[config.mk]
export PLATFORM = sky130hd
export DESIGN_NAME = rnd_check
export DESIGN_NICKNAME = d
export VERILOG_FILES = /design/src/rtl/rnd_check.sv
export SDC_FILE = /design/constraint.sdc
export NUM_CORES = 1
export LEC_CHECK = 0
export ABC_CLOCK_PERIOD_IN_PS = 2170
export BUFFER_PORTS_ARGS = -buffer_cell sky130_fd_sc_hd__buf_2
export CORE_MARGIN = 2
export CORE_UTILIZATION = 30
export CTS_CLUSTER_SIZE = 24
export DETAILED_ROUTE_END_ITERATION = 10
export HOLD_SLACK_MARGIN = 0.08
export REMOVE_ABC_BUFFERS = 1
export SYNTH_ARGS = -nofsm -noshare
export SYNTH_HDL_FRONTEND = slang
export SYNTH_SLANG_ARGS = --single-unit
[constraint.sdc]
create_clock -name clk -period 2.17 [get_ports clk]
set_input_delay 0.3255 -clock clk [delete_from_list [all_inputs] [get_ports clk]]
set_output_delay 0.3255 -clock clk [all_outputs]
set_load 0.1 [all_outputs]
[src/rtl/rnd_check.sv]
// Receive-side LFSR stream checker: self-seeds from the first WIDTH valid bits,
// then predicts each following bit and tracks lock, per-bit errors and a saturating count.
module rnd_check #(
    parameter int unsigned WIDTH     = 32,
    parameter logic [31:0] TAPS      = 32'h80200003,
    parameter int unsigned WINDOW    = 256,
    parameter int unsigned ERR_LIMIT = 8
) (
    input  logic        clk,
    input  logic        reset_n,
    input  logic        din,
    input  logic        din_valid,
    input  logic        clear,
    output logic        locked,
    output logic        err,
    output logic [15:0] err_count
);

    localparam int unsigned SCW = (WIDTH > 1) ? $clog2(WIDTH) : 1;
    localparam int unsigned WCW = $clog2(WINDOW);
    localparam int unsigned ECW = $clog2(ERR_LIMIT + 1);

    localparam logic [SCW-1:0] SEED_LAST = SCW'(WIDTH - 1);
    localparam logic [WCW-1:0] WIN_LAST  = WCW'(WINDOW - 1);
    localparam logic [ECW-1:0] ERR_LAST  = ECW'(ERR_LIMIT - 1);

    typedef enum logic {
        SEED  = 1'b0,
        CHECK = 1'b1
    } state_e;

    state_e           state_q, state_d;
    logic [WIDTH-1:0] lfsr_q, lfsr_d;
    logic [SCW-1:0]   seed_cnt_q, seed_cnt_d;
    logic [WCW-1:0]   win_cnt_q, win_cnt_d;
    logic [ECW-1:0]   win_errs_q, win_errs_d;
    logic             err_q, err_d;
    logic [15:0]      err_cnt_q, err_cnt_d;
    logic             fb;

    assign fb = ^(lfsr_q & TAPS[WIDTH-1:0]);

    always_ff @(posedge clk or negedge reset_n) begin
        if (!reset_n) begin
            state_q    <= SEED;
            lfsr_q     <= '0;
            seed_cnt_q <= '0;
            win_cnt_q  <= '0;
            win_errs_q <= '0;
            err_q      <= 1'b0;
            err_cnt_q  <= '0;
        end else begin
            state_q    <= state_d;
            lfsr_q     <= lfsr_d;
            seed_cnt_q <= seed_cnt_d;
            win_cnt_q  <= win_cnt_d;
            win_errs_q <= win_errs_d;
            err_q      <= err_d;
            err_cnt_q  <= err_cnt_d;
        end
    end

    always_comb begin
        state_d    = state_q;
        lfsr_d     = lfsr_q;
        seed_cnt_d = seed_cnt_q;
        win_cnt_d  = win_cnt_q;
        win_errs_d = win_errs_q;
        err_d      = 1'b0;

        case (state_q)
            SEED: begin
                if (din_valid) begin
                    lfsr_d = {lfsr_q[WIDTH-2:0], din};
                    if (seed_cnt_q == SEED_LAST) begin
                        seed_cnt_d = '0;
                        // an all-zero seed would lock the LFSR up, so keep seeding
                        if (lfsr_d != '0) begin
                            state_d = CHECK;
                        end
                    end else begin
                        seed_cnt_d = seed_cnt_q + 1'b1;
                    end
                end
            end
            CHECK: begin
                if (din_valid) begin
                    lfsr_d = {lfsr_q[WIDTH-2:0], fb};
                    err_d  = (din != fb);
                    if (err_d) begin
                        win_errs_d = win_errs_q + 1'b1;
                    end
                    if (win_cnt_q == WIN_LAST) begin
                        win_cnt_d  = '0;
                        win_errs_d = '0;
                    end else begin
                        win_cnt_d = win_cnt_q + 1'b1;
                    end
                    // limit takes precedence over the window wrap on the same bit
                    if (err_d && (win_errs_q == ERR_LAST)) begin
                        state_d    = SEED;
                        seed_cnt_d = '0;
                        win_cnt_d  = '0;
                        win_errs_d = '0;
                    end
                end
            end
            default: state_d = SEED;
        endcase

        if (clear) begin
            err_cnt_d = {15'd0, err_d};
        end else if (err_d && (err_cnt_q != '1)) begin
            err_cnt_d = err_cnt_q + 16'd1;
        end else begin
            err_cnt_d = err_cnt_q;
        end
    end

    always_comb begin
        locked    = (state_q == CHECK);
        err       = err_q;
        err_count = err_cnt_q;
    end

endmodule

======== Word level (Yosys, flattened, before mapping) ========
Index checks and enable logic that the tools add are counted.
word-level totals
  flip-flop bits (word level) ............. 67
  bits in latches ......................... 0
  bits in writable memories ............... 0
  memory bits (read-only) ................. 0
  input bits .............................. 5
  output and inout bits ................... 18
  word-level logic and storage cells ...... 53
  memories kept ........................... 0
cells by class
  $add $sub $neg .......................... 4
  $mul .................................... 0
  divide/modulo/power cells ............... 0
  magnitude comparators ................... 0
  eq/ne operators ......................... 8
  shift-type cells ........................ 0
  muxes and demuxes ....................... 23
  bitwise logic cells ..................... 1
  reduce and logical (&&, ||, !) cells .... 10
operator list
  kind                                                                     count
  32-bit two-way mux                                                       2
  32-bit case mux with 2 select lines                                      1
  16-bit two-way mux                                                       2
  32-bit nonzero test                                                      1
  32-bit parity                                                            1
  5-bit two-way mux                                                        4
  16-bit by 1-bit adder with 16-bit output, second input constant          1
  8-bit two-way mux                                                        2
  16-bit inequality test, second input constant                            1
  4-bit two-way mux                                                        3
  5-bit case mux with 2 select lines                                       1
  8-bit by 1-bit adder with 8-bit output, second input constant            1
  8-bit == test, second input constant                                     1
  1-bit two-way mux                                                        7
  3-bit AND reduction                                                      2
  5-bit by 1-bit adder with 5-bit output, second input constant            1
  5-bit == test, second input constant                                     1
  4-bit by 1-bit adder with 4-bit output, second input constant            1
  4-bit by 3-bit == test with 1-bit output, second input constant          1
  2-bit inequality test, second input constant                             2
  2-bit AND reduction                                                      2
  3-bit nonzero test                                                       1
  1-bit logical AND                                                        2
  2-bit by 1-bit inequality test with 1-bit output, second input constant  1
  4 further kinds                                                          4

======== Longest topological paths before layout ========
  word-level depth ........................ 7
  mapped depth ............................ 6
  mapped depth without buffers ............ 6

======== Least setup slack after synthesis ========
OpenSTA, ideal clock, no wires.
  kind .................................... reg2reg
  start point ............................. register err_cnt_q[0], in the netlist err_count[0]
  end point ............................... register err_cnt_q[1], in the netlist err_count[1]
  setup time .............................. 0.132 ns
  arrival ................................. 2.255 ns
  required time ........................... 2.038 ns
  slack ................................... -0.217 ns
  cell stages (with the launch flop) ...... 7
  buffers on the path ..................... 1
  clock period less this slack ............ 2.387 ns
  cells stage by stage .................... dfrtp_1 > ha_1 > nand3_1 > o211ai_4 > buf_2 > mux2i_1 > nor2_1
between the ends
  cells in the longest elaborated chain, start to end .. 3
  elaborated cells on any way between the ends .. 6
  those cells by class .................... add/sub (1); eq/ne (1); mux (2); reduce/logical (2)
RTL lines
  what                                                                                       RTL line  text
  start: declaration                                                                         38        logic [15:0] err_cnt_q, err_cnt_d;
  start signal: assignment                                                                   59        err_cnt_q <= err_cnt_d;
  16-bit by 1-bit adder with 16-bit output / 16-bit inequality test (equally long branches)  114, 113
  16-bit two-way mux / 1-bit logical AND (equally long branches)                             113       end else if (err_d && (err_cnt_q != '1)) begin
  16-bit two-way mux / 2-bit nonzero test (equally long branches)                            -
Several ways; a longest one is shown, not always the timed one. The select of a mux whose other input is x is not followed.
A chain may end at the register's enable or synchronous reset.

======== Worst setup path in the final report ========
  start point ............................. register lfsr_q[21]
  end point ............................... register err_cnt_q[5], in the netlist err_count[5]
between the ends
  cells in the longest elaborated chain, start to end .. 6
RTL lines
  what                                 RTL line  text
  start: declaration                   33        logic [WIDTH-1:0] lfsr_q, lfsr_d;
  start signal: assignment             54        lfsr_q <= lfsr_d;
  32-bit parity                        41        assign fb = ^(lfsr_q & TAPS[WIDTH-1:0]);
  1-bit inequality test                89        err_d = (din != fb);
  1-bit two-way mux                    87        if (din_valid) begin
  1-bit two-way mux                    71        case (state_q)
  1-bit logical AND                    113
  2-bit nonzero test (no source line)  -
Every way passes these cells.

==> results.cfg <==
[outcome]
status = finished, final reports clean

[routing]
dr.first_iter.drc_count = 77
wl_per_cell_um = 13.2
vias_per_cell = 4.86
first_pass_iters = 4
antenna_left = 0
vias = 2206
drc_errors = 0
finalWirelength_mm = 5.97

[floorplan]
die_w_um = 107
io_pins = 23
fp-row-count = 37
die_area_sq_um = 11400
coreArea_sq_um = 10300
start_util_pct = 30.7
die_h_um = 107

[cells_and_area]
multi_input_area_sq_um = 1440
final_common_cell = dfrtp_1
areaGrowthSynthToFinish_pct = 16.5
num_antenna_cells = 0
drive_above_1_share_pct = 24.5
fin_cells = 454
finalNetCount = 324
final_cell_mix = dfrtp_1, mux2_2, nor2_1
register_area_sq_um = 1680
fill_cells = 1034

[worst_setup_path]
worst_r2r_path_depth = 5
critical_path_required_ns = 2.44
worstReg2RegEnd = err_count[5]$_DFFE_PN0P_
setup.worst_path.class = reg -> reg
crit_arrival_ns = 2.31
start_kind = register
worstReg2RegStart = lfsr_q[21]$_DFFE_PN0P_
r2r_slack_ns = 0.12
crit_path_end_kind = register
crit_fanout = 19

[sta]
setup_tns_ns = 0
rsz0062_at_grt = false
slew_violations = 0
fmax_mhz = 489
post-route-min-period_ns = 2.05
final-setup-viol-count = 0
period_share_pct = 94.3
relSlewSlack_pct = 60.5
skew_ns = 0.0132
layout_setup_ws_ns = 0.125
worstMarginPinSlew_ns = 0.592
finalHoldViolations = 0

[logic_synthesis]
syn-mean-instance-area_sq_um = 11.3
synth-main-ff-cell = dfrtp_1
synth_area_sq_um = 3150
synthCells = 280
ys_top_cells_by_area = dfrtp_1, mux2_2, nor2_1, nand4_1, a21oi_1
synth-seq-area-share_pct = 53.2
synth_cell_types = 41
synth_top_cell_area_share_pct = 53.2
ys_async_sr_fraction_pct = 100
synth_area_leader_cell = dfrtp_1
synth_seq_cells = 67
yosys_warnings = 0
synth-edff-count = 0

[placement]
gp_congestion = 0.776
dp.final_hpwl_mm = 4.18
post-place-ws_ns = 0.161
place_inst = 438
portBuffers = 22

[clocking]
cts_tree = built
cts_buffer_depth = 2
root_buffer = clkbuf_8
clk_pin_slew_ns = 0.07
h-tree-depth = 3
cts_buffers = 9
cts.sinks = 67
insertion_delay_ns = 0.34
post_cts_buffers = 0

[global_route]
grt_first_pass_wirelength_mm = 10.4
antenna_found_initial = 0
grt_start_max_net_pins = 44
gr-total-overflow = 0
track_usage_pct = 11.6
grt_pass1_vias = 2211

[min_path]
min_from = din
hold_depth = 3
hp-class = in -> reg
holdPathEnd = lfsr_q[0]$_DFFE_PN0P_

[power]
powerDensity_nw_per_um2 = 1260
vdd_ir_drop_max_mv = 0.363
p_leak_nw = 1.65

[run]
maxCapViolCount = 0
## report_power, final
group	leakage, nW	switching, W	internal (W)
clock	0.0902	0.000438	0.000522
sequential	0.866	0.000351	0.00168
combinational	0.695	0.000907	0.000716
total	1.65	0.00170	0.00291
## state kept, by name, indices dropped and copies added, names as in the netlist
name / cells
err: 1
err_count: 16
lfsr_q: 32
locked: 1
seed_cnt_q: 5
win_cnt_q: 8
win_errs_q: 4
## critical path, cell delays in order, from the launching register on
cell and delay [ns]:
dfrtp_1 0.39, xnor3_2 0.54, xnor2_4 0.21, o211ai_4 0.21
or4_1 0.45, a21oi_1 0.17
## routing by layer
| metal | GRT usage [%] | routed length (um) | up-vias |
|---|---|---|---|
| met4 | 6.40 | 154 | 0 |
| met2 | 18.6 | 2820 | 31 |
| met5 | 0 | 0 | - |
| met1 | 14.4 | 2820 | 1083 |
| met3 | 2.82 | 178 | 12 |
| li1 | - | - | 1080 |
## per-stage QoR
| stage | hold slack, ns | util (%) | power [W] | cell area [sq um] |
|---|---|---|---|---|
| 2_1_floorplan | 0.0299 | - | 0.00320 | 3120 |
| 3_3_place_gp | 0.362 | 33.8 | 0.00360 | 3480 |
| 3_5_place_dp | 0.366 | 33.8 | 0.00366 | 3480 |
| 4_1_cts | 0.326 | 35.6 | 0.00465 | 3660 |
| 5_1_grt | 0.358 | 35.7 | 0.00494 | 3670 |
| 6_report | 0.328 | 35.7 | 0.00461 | 3670 |
## Yosys cell counts (4+ instances only)
library cell / instances
dfrtp_1: 67
mux2_2: 30
nor2_1: 24
nand2_1: 17
a21oi_1: 14
nand3_1: 14
nand4_1: 12
nor4_1: 8
o21ai_0: 8
xor2_1: 8
inv_1: 6
or3_1: 6
and3_1: 5
buf_1: 5
ha_1: 5
mux2i_1: 5
nor3_1: 5
xnor2_1: 5
a22o_1: 4
## layout make-up
class,count,share of cell area [%]
Sequential cell,67,45.6
Clock inverter,3,1.09
Timing Repair Buffer,31,5.25
Tap cell,136,4.63
Multi-Input combinational cell,199,39.1
Clock buffer,12,3.68
Inverter,6,0.613
## cells by family (layout without fill, tap and decap cells)
logic type / Yosys count / count (layout) / share of synthesized area, %
AO/OA/AOI/OAI: 39 / 39 / 7.85
XOR/XNOR: 16 / 16 / 5.75
adder cells (fa/ha/maj): 5 / 5 / 1.98
buffers and inverters: 14 / 52 / 1.71
flip-flops: 67 / 67 / 53.2
multiplexers: 37 / 37 / 13.0
AND/OR/NAND/NOR: 102 / 102 / 16.5
## repair_timing
action / in CTS / in global routing
setup endpoints to repair: 0 / 6
endpoints found under the hold margin: 24 / 0
gates resized for setup: 0 / 2
hold buffers: 1 / 0
## how the worst max path moves through the flow
stage | startpoint | end | slack (ns) | cells past startpoint
final | lfsr_q[21]$_DFFE_PN0P_ | err_count[5]$_DFFE_PN0P_ | 0.12 | 5
after global routing | lfsr_q[21]$_DFFE_PN0P_ | err_count[5]$_DFFE_PN0P_ | 0.02 | 5
after CTS | lfsr_q[1]$_DFFE_PN0P_ | err_count[8]$_DFFE_PN0P_ | 0.1 | 5
after detailed placement | lfsr_q[1]$_DFFE_PN0P_ | seed_cnt_q[2]$_DFFE_PN0P_ | 0.16 | 5
after global placement | lfsr_q[1]$_DFFE_PN0P_ | err_count[5]$_DFFE_PN0P_ | 0.19 | 5
after floorplan | locked$_DFF_PN0_ | err_count[7]$_DFFE_PN0P_ | -0.31 | 4
Power figures use the tool's default switching activity.
